==> config.mk <==
export PLATFORM = sky130hd
export DESIGN_NAME = pay_barcode_serializer
export DESIGN_NICKNAME = d
export VERILOG_FILES = /design/src/rtl/pay_barcode_serializer.sv
export SDC_FILE = /design/constraint.sdc
export NUM_CORES = 1
export LEC_CHECK = 0
export ABC_AREA = 1
export CORE_ASPECT_RATIO = 0.7
export CORE_MARGIN = 10
export CORE_UTILIZATION = 45
export CTS_CLUSTER_DIAMETER = 80
export DETAILED_ROUTE_END_ITERATION = 16
export PLACE_DENSITY = 0.69
export SKIP_LAST_GASP = 1
export SYNTH_ARGS = -nofsm -noshare
export SYNTH_HDL_FRONTEND = slang
export SYNTH_SLANG_ARGS = --single-unit
==> constraint.sdc <==
create_clock -name Clk -period 5.2 [get_ports Clk]
set_input_delay 0.52 -clock Clk [delete_from_list [all_inputs] [get_ports Clk]]
set_output_delay 0.52 -clock Clk [all_outputs]
set_load 0.01 [all_outputs]
==> src/rtl/pay_barcode_serializer.sv <==
// rtl/pay_barcode_serializer.sv - frames {ClientB, ValueToPay} plus even parity into a bar/space barcode
// and shifts it out one module at a time on Bar.
module pay_barcode_serializer #(
    parameter int MODULE_CYCLES = 4,
    parameter int QUIET_MODULES = 4
) (
    input  logic       Clk,
    input  logic       Reset,
    input  logic       Start,
    input  logic [5:0] ValueToPay,
    input  logic       ClientB,
    output logic       Busy,
    output logic       Bar,
    output logic       Done
);

    typedef enum logic [2:0] {
        S_IDLE,
        S_LEAD,
        S_START,
        S_DATA,
        S_STOP,
        S_TRAIL
    } state_t;

    localparam logic [7:0] CYC_LAST   = 8'(MODULE_CYCLES - 1);
    localparam logic [3:0] QUIET_LAST = 4'(QUIET_MODULES - 1);

    state_t     r_state;
    logic [7:0] r_cyc;
    logic [3:0] r_mod;
    logic [2:0] r_sym;
    logic [1:0] r_phase;
    logic [6:0] r_payload;
    logic       r_busy;
    logic       r_bar;
    logic       r_done;

    state_t     w_nstate;
    logic [3:0] w_nmod;
    logic [2:0] w_nsym;
    logic [1:0] w_nphase;
    logic       w_nbar;

    // Module value for a frame position; data symbols are 1,b,0 with b taken MSB first.
    function automatic logic bar_of(input state_t st, input logic [3:0] md, input logic [2:0] sy,
                                    input logic [1:0] ph, input logic [6:0] p);
        logic [7:0] syms;
        logic       b;
        syms = {p, ^p};
        b    = syms[3'd7 - sy];
        case (st)
            S_START: bar_of = ~md[0];
            S_DATA:  bar_of = (ph == 2'd0) | ((ph == 2'd1) & b);
            S_STOP:  bar_of = (md != 4'd1);
            default: bar_of = 1'b0;
        endcase
    endfunction

    // Frame position reached when the current module ends.
    always_comb begin
        w_nstate = r_state;
        w_nmod   = 4'(r_mod + 4'd1);
        w_nsym   = r_sym;
        w_nphase = r_phase;
        case (r_state)
            S_LEAD: begin
                if (r_mod == QUIET_LAST) begin
                    w_nstate = S_START;
                    w_nmod   = 4'd0;
                end
            end
            S_START: begin
                if (r_mod == 4'd3) begin
                    w_nstate = S_DATA;
                    w_nmod   = 4'd0;
                    w_nsym   = 3'd0;
                    w_nphase = 2'd0;
                end
            end
            S_DATA: begin
                w_nmod = r_mod;
                if (r_phase == 2'd2) begin
                    w_nphase = 2'd0;
                    if (r_sym == 3'd7) begin
                        w_nstate = S_STOP;
                        w_nmod   = 4'd0;
                    end else begin
                        w_nsym = 3'(r_sym + 3'd1);
                    end
                end else begin
                    w_nphase = 2'(r_phase + 2'd1);
                end
            end
            S_STOP: begin
                if (r_mod == 4'd3) begin
                    w_nstate = S_TRAIL;
                    w_nmod   = 4'd0;
                end
            end
            S_TRAIL: begin
                if (r_mod == QUIET_LAST) begin
                    w_nstate = S_IDLE;
                    w_nmod   = 4'd0;
                end
            end
            default: w_nmod = 4'd0;
        endcase
        w_nbar = bar_of(w_nstate, w_nmod, w_nsym, w_nphase, r_payload);
    end

    always_ff @(posedge Clk) begin
        if (Reset) begin
            r_state   <= S_IDLE;
            r_cyc     <= 8'd0;
            r_mod     <= 4'd0;
            r_sym     <= 3'd0;
            r_phase   <= 2'd0;
            r_payload <= 7'd0;
            r_busy    <= 1'b0;
            r_bar     <= 1'b0;
            r_done    <= 1'b0;
        end else begin
            r_done <= 1'b0;
            if (r_state == S_IDLE) begin
                if (Start) begin
                    r_payload <= {ClientB, ValueToPay};
                    r_state   <= S_LEAD;
                    r_cyc     <= 8'd0;
                    r_mod     <= 4'd0;
                    r_sym     <= 3'd0;
                    r_phase   <= 2'd0;
                    r_busy    <= 1'b1;
                    r_bar     <= 1'b0;
                end
            end else if (r_cyc != CYC_LAST) begin
                r_cyc <= 8'(r_cyc + 8'd1);
            end else begin
                r_cyc   <= 8'd0;
                r_state <= w_nstate;
                r_mod   <= w_nmod;
                r_sym   <= w_nsym;
                r_phase <= w_nphase;
                r_bar   <= w_nbar;
                if (w_nstate == S_IDLE) begin
                    r_busy <= 1'b0;
                    r_done <= 1'b1;
                end
            end
        end
    end

    assign Busy = r_busy;
    assign Bar  = r_bar;
    assign Done = r_done;

endmodule
==> results of run 1 <==
[layout make-up]
type | count | area, um2 | area share (%)
multi-input cells | 222 | 1070 | 49.4
well taps | 52 | 65.1 | 3.01
clock buffers | 6 | 82.6 | 3.82
inverters | 43 | 166 | 7.69
clock inverters | 2 | 60.1 | 2.77
flip-flops and latches | 30 | 601 | 27.7
repair buffers | 12 | 120 | 5.55
[worst max-delay path, delay by kind of cell, from the launching register on]
family / cells / cell delay [ns]
AND/OR/NAND/NOR: 5 / 1.09
flip-flops: 1 / 0.36
AO/OA/AOI/OAI: 2 / 0.26
adder cells (fa/ha/maj): 1 / 0.21
buffers and inverters: 1 / 0.09
[sequential cells by signal, summed over array words and instances (netlist names)]
signal and flops:
r_cyc 8, r_payload 7, r_mod 4, r_state 3, r_sym 3, r_phase 2
Bar 1, Busy 1, Done 1
[how the worst max path moves through the flow]
| stage | cells past startpoint | slack (ns) | from | end |
|---|---|---|---|---|
| global placement | 4 | 3.08 | Reset | r_payload[5] |
| detailed placement | 4 | 3.05 | Reset | r_payload[1] |
| CTS | 9 | 3.12 | r_cyc[1] | Bar |
| finish | 9 | 3.12 | r_cyc[0] | Bar |
| floorplan | 12 | 3.52 | r_sym[0] | Bar |
| global route | 9 | 2.89 | r_cyc[1] | Bar |
[placed cells by master (no fill, tap or decap), types with 2 or more instances in the layout]
| cell | n |
|---|---|
| sky130_fd_sc_hd__nand4_1 | 3 |
| sky130_fd_sc_hd__nor3_1 | 4 |
| sky130_fd_sc_hd__inv_1 | 38 |
| sky130_fd_sc_hd__bufinv_16 | 2 |
| sky130_fd_sc_hd__o21ai_0 | 21 |
| sky130_fd_sc_hd__ha_1 | 3 |
| sky130_fd_sc_hd__nor2_4 | 3 |
| sky130_fd_sc_hd__nand2_1 | 91 |
| sky130_fd_sc_hd__nand2_2 | 7 |
| sky130_fd_sc_hd__dfxtp_1 | 30 |
| sky130_fd_sc_hd__inv_2 | 4 |
| sky130_fd_sc_hd__nand3_1 | 33 |
| sky130_fd_sc_hd__clkbuf_8 | 6 |
| sky130_fd_sc_hd__a21oi_1 | 31 |
| sky130_fd_sc_hd__clkdlybuf4s50_1 | 12 |
| sky130_fd_sc_hd__nor2_1 | 15 |
[per-layer routing]
metal | track usage (%) | vias up | routed length [um]
met5 | 0 | - | 0
met4 | 2.45 | 0 | 14
li1 | - | 1000 | -
met2 | 16.6 | 37 | 1680
met3 | 3.61 | 2 | 236
met1 | 17.7 | 828 | 2380
[per-stage QoR]
stage	power, uW	hold WS, ns	cells	util, %	cell area (um2)
after floorplan	300	0.443	301	-	1880
after detailed placement	318	0.460	359	50.9	2020
final	604	0.468	367	54.5	2160
after global placement	317	0.452	359	50.9	2020
after CTS	608	0.470	367	54.5	2160
after global routing	630	0.504	367	54.5	2160
[cell families after synthesis]
| logic type | Yosys count | synth area share (%) |
|---|---|---|
| xor gates and xnor gates | 1 | 0.467 |
| adders and majority gates | 3 | 2.00 |
| DFF | 30 | 32.0 |
| AOI/OAI and AO/OA | 58 | 16.7 |
| buffers and inverters | 49 | 11.0 |
| and+or+nand+nor | 160 | 37.9 |
[power by group through the flow]
stage	Combinational, uW	Sequential, uW	Clock, uW
6_report	67.5	246	290
4_1_cts	67.7	246	294
3_3_place_gp	66.4	251	0
5_1_grt	78.4	247	305
3_5_place_dp	67.5	251	0
2_1_floorplan	52.1	248	0
==> results.md, run 1 <==
Power:
- Across the VDD grid, the largest voltage drop is 0.246 mV.
- The cell internal power dissipation is 467 uW.
- The net switching power is 136 uW.
- For this design the static power due to leakage is 0.000898 uW.
- The clock network burns 48.1% of the power.
- The switching share of power is 22.6%.
- The relative contribution of combinational cells to total power is 11.2%.
- Per report_power, the sequential group accounts for 40.7% of the total.
- Power spread over the standard cell area amounts to 279 nW/um2.

Synthesis:
- The sequential element share of the synthesized area is 32.0%.
- For this run, the number of Yosys warnings is 0.
- The commonest cells after synthesis are sky130_fd_sc_hd__nand2_1, sky130_fd_sc_hd__inv_1, sky130_fd_sc_hd__nand3_1.
- The gate count after technology mapping is 301.
- sky130_fd_sc_hd__nand2_1 is the most common cell in the netlist.
- The most area-hungry cell type in the Yosys netlist is sky130_fd_sc_hd__dfxtp_1.
- The mapped netlist covers 1880 um2.
- The top-area cell type share of the netlist area is 32.0%.
- For this run, the leading register cell type out of synthesis is sky130_fd_sc_hd__dfxtp_1.
- The share of flip-flops with an asynchronous set or reset is 0%.
- Averaged over all synthesized cells, the footprint is 6.24 um2.
- The number of unique standard cell types used by synthesis is 28.
- After synthesis, the cell types taking the most area are sky130_fd_sc_hd__dfxtp_1, sky130_fd_sc_hd__nand2_1, sky130_fd_sc_hd__nand3_1.
- Synthesis inferred 30 register bits.
- The number of enable-type register cells in the synthesized netlist is 0.
- When the netlist entered floorplanning its net count stood at 314.

Setup path:
- The slack of the worst reg-to-reg path is 3.12 ns.
- In this run the critical register-to-register path is captured at Bar.
- The largest single stage delay on the critical path is 0.64 ns.
- The largest individual stage delay along the critical path comes from the cell sky130_fd_sc_hd__nor2_1.
- For the worst setup path, the data required time is 5.40 ns.
- STA classifies the critical path startpoint as a flop.
- STA classifies the critical path endpoint as a flop.
- The signal on the critical path passes through ha_1, nand3_1, nor2_1, inv_1, nor2_1, nand3b_1, a21oi_1, nand2_1, a21oi_1.
- Measured in cells, the most critical reg-to-reg path has a length of 9.
- The reg-to-reg critical path startpoint is r_cyc[0].
- The class of the most critical setup path is reg -> reg.
- The maximum net fanout on the critical path is 14.
- The arrival time of data at the critical path endpoint is 2.28 ns.

Clocking:
- The post-CTS setup repair buffer count is 0.
- Buffers inserted during clock tree synthesis total 5.
- The worst-skew pair later-pin latency is 0.28 ns.
- Buffers inserted to repair hold after CTS numbered 0.
- After clock tree synthesis, the clock-pin slew on the worst setup and hold paths is 0.07 ns.
- The CTS root buffer is sky130_fd_sc_hd__clkbuf_8.
- TritonCTS built the clock tree.
- The tree built by TritonCTS fans out to 30 sinks.
- Post-CTS repair changed the size of 0 cells.
- The largest buffer count on any clock path is 2.
- The H-tree level count is 2.

STA:
- Timing would allow up to 0.481 GHz.
- Between clock sinks in the finished design, the worst skew comes to 0.00842 ns.
- The final critical path takes up 40.0% of the cycle.
- The least setup slack across all paths after layout is 3.12 ns.
- The final count of pins violating max slew is 0.
- The setup TNS is 0 ns.
- Headroom to the max-slew limit came out at 44.3%.
- Setup repair after global routing left no endpoint under its margin.
- The smallest clock period supported by the final layout is computed as 2.08 ns.
- Setup violations remaining at the end of the flow were counted as 0.
- For the pin with the worst max-slew slack, the measured transition is 0.833 ns.
- The hold violation count in the final report came to 0.

Route:
- The detailed router finished its first iteration with 108 violations.
- The number of optimization iterations in the first detailed-route pass is 4.
- The final wirelength is 4310 um.
- The average vias per placed instance is 5.09.
- The count of nets left with antenna violations once routing finished came out at 0.
- After detailed routing, the average wire length per cell comes to 11.8 um.
- For this run, design rule violations remaining after detail routing come to 0.
- The detailed router placed 1867 vias in this run.

GRT:
- The initial antenna violation count came to 0.
- The global-route total usage across every layer is 12.0%.
- The via count of the first global-routing pass is 1597.
- The first global-routing pass estimated 7400 um of wire.
- The total overflow left after global routing is 0.
- The largest net degree at the start of global routing is 22.

Die:
- The die outline area is 7190 um2.
- The die extent in y is 74.0 um.
- For this configuration, the core starts out at a cell density of 47.3%.
- The placement row count is 19.
- The I/O pin count is 13.
- The overall die width is 97.2 um.
- After floorplanning, the core was sized to cover 3970 um2.

Final layout:
- The post-route netlist has 8.25% of its cells at a drive strength greater than 1.
- From synthesis to final layout, the design area changed by 15.3%.
- The final-layout fill cell count is 383.
- The final net count is 327.
- 0 antenna diodes ended up in the layout.

Flow run:
- Across the run, the number of max-cap violations was 0.

Place:
- The number of port buffers is 12.
- At the end of routability-driven placement, the weighted congestion stood at 0.796.
- The half-perimeter wire length after placement is 3360 um.
- Prior to clock tree synthesis, the placed netlist has a worst setup slack of 3.05 ns.

Worst hold path:
- In this run the worst hold path is classified as reg -> reg.
- The hold-critical path depth is 2.
- The hold path startpoint is r_cyc[7].
- For hold timing, the worst endpoint is r_cyc[7].

Outcome:
- The run finished with clean final reports.
(Power assumes the default switching activity.)
==> run 2: changes to the inputs <==
==> constraint.sdc (replaced) <==
create_clock -name Clk -period 2.1 [get_ports Clk]
set_input_delay 0.21 -clock Clk [delete_from_list [all_inputs] [get_ports Clk]]
set_output_delay 0.21 -clock Clk [all_outputs]
set_load 0.01 [all_outputs]
==> run 2 against run 1 <==
  * Hold slack improved by 0.0040 ns
  * Sequential power rose by 150%
  * Clock power rose to 2.5 times the previous value
  * First-iteration DRC count increased by 17%
  * Via count fell by 0.27%
  * Clock skew decreased by 0.0024 ns
  * Non-clock buffer count increased by 3
  * Design area grew 1.0%
  * Critical path depth is 3 higher
  * Die area unchanged
  * Utilization up 0.57 points
  * Worst setup slack lost 2.9 ns
  * Critical endpoint unchanged
  * Largest cell class unchanged
==> results.md, run 2 (synthesized netlist as in run 1, its figures left out) <==
Outcome:
- The flow ran to the end, and the final reports show no timing, DRC or antenna violations.

Die:
- The placement row count came to 19 (unchanged).
- The effective utilization at floorplan is 47.3% (unchanged).
- The die extent in y is 74.0 um (unchanged).
- The die outline area was 7190 um2 (unchanged).
- The I/O pin count is 13 (unchanged).
- The overall die width is 97.2 um (unchanged).
- The placeable core region was 3970 um2 (unchanged).

Final layout:
- The register with the most flip-flops in the final layout is r_cyc.
- The library cell used most frequently in the layout, excluding fill and tap cells, is sky130_fd_sc_hd__nand2_1.
- The share of cells above drive strength 1 was 9.12% (+0.87 points).
- The number of flip-flops in the largest register is 8 (unchanged).
- The largest registers in the layout are r_cyc (8), r_payload (7), r_mod (4).
- The utilization after layout came to 55.1% (+0.57 points).
- The final net count is 330 (+0.92%).
- The number of antenna diodes was 0 (unchanged).
- From synthesis to final layout, the design area changed by 16.5%.
- The final-layout fill cell count was 360 (-6.0%).
- In the layout the commonest cells are sky130_fd_sc_hd__nand2_1, sky130_fd_sc_hd__inv_1, sky130_fd_sc_hd__nand3_1.

Setup path:
- Walking the worst path, the cells encountered are ha_1, nand2_1, inv_1, nand2_1, nor2_1, nor3_1, inv_1, nor2_1, nand3b_1, a21oi_1, nand2_1, a21oi_1.
- The number of gates on the worst path with buffers counted was 12 (+3).
- The worst-case reg-to-reg path depth came to 12 (+3).
- The slowest stage cell on the critical path is sky130_fd_sc_hd__dfxtp_1.
- The slack of the worst reg-to-reg path was 0.27 ns (-2.85 ns).
- The reg-to-reg endpoint is Bar.
- The critical path ends at Bar.
- The arrival time of data at the critical path endpoint is 2.00 ns (-0.28 ns).
- The required time of the critical path is 2.27 ns (-3.13 ns).
- The launching instance or port of the critical path is r_sym[1].
- By instance count, the cell type seen most on the critical path is sky130_fd_sc_hd__nand2_1.
- The count of buffering cells on the critical path with inverters included is 2 (+1).
- The reg-to-reg critical path startpoint is r_sym[1].
- The type of destination of the critical path is a flop.
- The critical path is of the reg -> reg type.
- The top cell family by delay on the critical path is simple AND/OR/NAND/NOR gates.
- The maximum net fanout on the critical path is 4 (-10).
- The stage delay of the slowest cell on the critical path is 0.34 ns (-0.30 ns).
- The element type at the critical path start is a flop.

STA:
- The actual transition at the worst max-transition pin is 0.556 ns (-0.277 ns).
- The minimum clock period came to 1.83 ns (-0.247 ns).
- The total of endpoints with negative setup slack in the final report is 0 (unchanged).
- The hold violation count in the final report is 0 (unchanged).
- The setup TNS is 0 ns (unchanged).
- The fmax came to 0.545 GHz (+13%).
- The final count of pins violating max slew came to 0 (unchanged).
- The final period utilization is 87.3% (+47 points).
- The worst slew margin relative to its limit is 62.6% (+18 points).
- Setup repair after global routing left no endpoint under its margin.
- The least setup slack across all paths after layout was 0.267 ns (-2.85 ns).
- The worst clock skew is 0.00606 ns (-0.00236 ns).
- The post-route worst hold slack is 0.472 ns (+0.00401 ns).

GRT:
- The global-route met1 utilization is 17.4% (-0.29 points).
- The remaining global-route overflow was 0 (unchanged).
- The via count of the first global-routing pass came to 1618 (+1.3%).
- The initial antenna violation count is 0 (unchanged).
- The met3 track utilization from global routing was 3.70% (+0.093 points).
- The largest net degree at the start of global routing is 21 (-4.5%).
- The met2 demand-to-capacity share in global routing is 16.3% (-0.30 points).
- In this run the most used layer during global routing was met1.
- The wire length of the first global-routing pass is 7380 um (-0.18%).
- The global-route total usage across every layer was 11.9% (-0.091 points).

Clocking:
- The CTS root buffer is sky130_fd_sc_hd__clkbuf_8.
- TritonCTS built the clock tree.
- The post-CTS setup repair buffer count came to 0 (unchanged).
- The number of clock sinks is 30 (unchanged).
- The largest buffer count on any clock path is 2 (unchanged).
- The post-cts sizing count is 0 (unchanged).
- The hold-fix buffer count after cts was 0 (unchanged).
- The number of buffers added by the clock tree synthesis step is 5 (unchanged).
- The clock slew at the register clock pins of the worst setup and hold paths is 0.07 ns (about the same).
- The H-tree level count is 2 (unchanged).
- The worst-skew pair later-pin latency is 0.28 ns (about the same).

Route:
- The remaining routing DRC violations is 0 (unchanged).
- The mean routed wirelength per cell is 11.4 um (-2.7%).
- The total via count in the routed design is 1862 (-0.27%).
- The average vias per placed instance is 5.03 (-1.1%).
- The number of optimization iterations in the first detailed-route pass was 5 (+1).
- The violation count after the first detailed-routing iteration is 126 (+17%).
- The final wirelength came to 4230 um (-1.9%).
- The remaining number of nets flagged by the antenna check after routing is 0 (unchanged).

Power:
- The switching share of power is 23.4% (+0.83 points).
- The relative contribution of combinational cells to total power is 11.1% (about the same).
- The standby leakage power came to 0.000914 uW (+1.8%).
- The clock group share of total power is 48.7% (+0.6 points).
- The maximum resistive drop on vdd is 0.403 mV (+64%).
- The power per cell area was 691 nW/um2 (+150%).
- The sequential group share of total power is 40.2% (-0.5 points).
- The net switching power is 354 uW (+160%).
- The total power of the final layout came to 1510 uW (+150%).
- The cell internal power dissipation is 1160 uW (+150%).

Place:
- The number of port buffers is 12 (unchanged).
- The final estimated routing congestion in global placement is 0.902 (+13%).
- The half-perimeter wire length after placement was 3180 um (-5.2%).
- The placement-stage worst setup slack was 0.283 ns (-2.76 ns).

Worst hold path:
- The type of the tightest min-delay check is reg -> reg.
- The hold-critical path depth came to 2 (unchanged).

Flow run:
- The total of max-cap violations was 0 (unchanged).
[run 2: power by group through the flow]
| stage | Sequential (uW) | Clock (uW) | Combinational [uW] |
|---|---|---|---|
| after global routing | 611 | 770 | 192 |
| after global placement | 621 | 0 | 165 |
| after detailed placement | 620 | 0 | 167 |
| after CTS | 608 | 745 | 167 |
| final | 608 | 737 | 167 |
| after floorplan | 613 | 0 | 129 |
[run 2: final cells by class]
cell class / instances / area (um2) / share of cell area, %
well taps: 52 / 65.1 / 2.97
flip-flops and latches: 30 / 601 / 27.5
clock buffers: 6 / 82.6 / 3.78
clock inverters: 2 / 60.1 / 2.75
inverters: 43 / 166 / 7.61
multi-input cells: 222 / 1070 / 48.9
repair buffers: 15 / 143 / 6.52
[run 2: routing by layer]
layer / up-vias / part of all wire (%)
met5: - / 0
met4: 0 / 1.1
met3: 9 / 7.4
met2: 61 / 35
met1: 782 / 56
li1: 1010 / -
[run 2: through the flow]
step,instance area [um2],instances
after floorplan,1880,301
after global placement,2040,362
after detailed placement,2040,362
after CTS,2190,370
after global routing,2190,370
final,2190,370
[run 2: worst reg2reg max path: cells and delay by family, from the launching register on]
| family | cells | cell delay, ns |
|---|---|---|
| buffers and inverters | 2 | 0.20 |
| DFF | 1 | 0.34 |
| adders and majority gates | 1 | 0.20 |
| and+or+nand+nor | 7 | 0.90 |
| AOI/OAI and AO/OA | 2 | 0.10 |
[run 2: worst min-delay path by stage]
stage              from        to  slack (ns)
5_1_grt        r_cyc[7]  r_cyc[7]        0.50
6_report       r_cyc[7]  r_cyc[7]        0.47
3_5_place_dp       Busy      Busy        0.46
4_1_cts        r_cyc[7]  r_cyc[7]        0.48
2_1_floorplan     Start  r_cyc[1]        0.39
3_3_place_gp   r_cyc[7]  r_cyc[7]        0.45
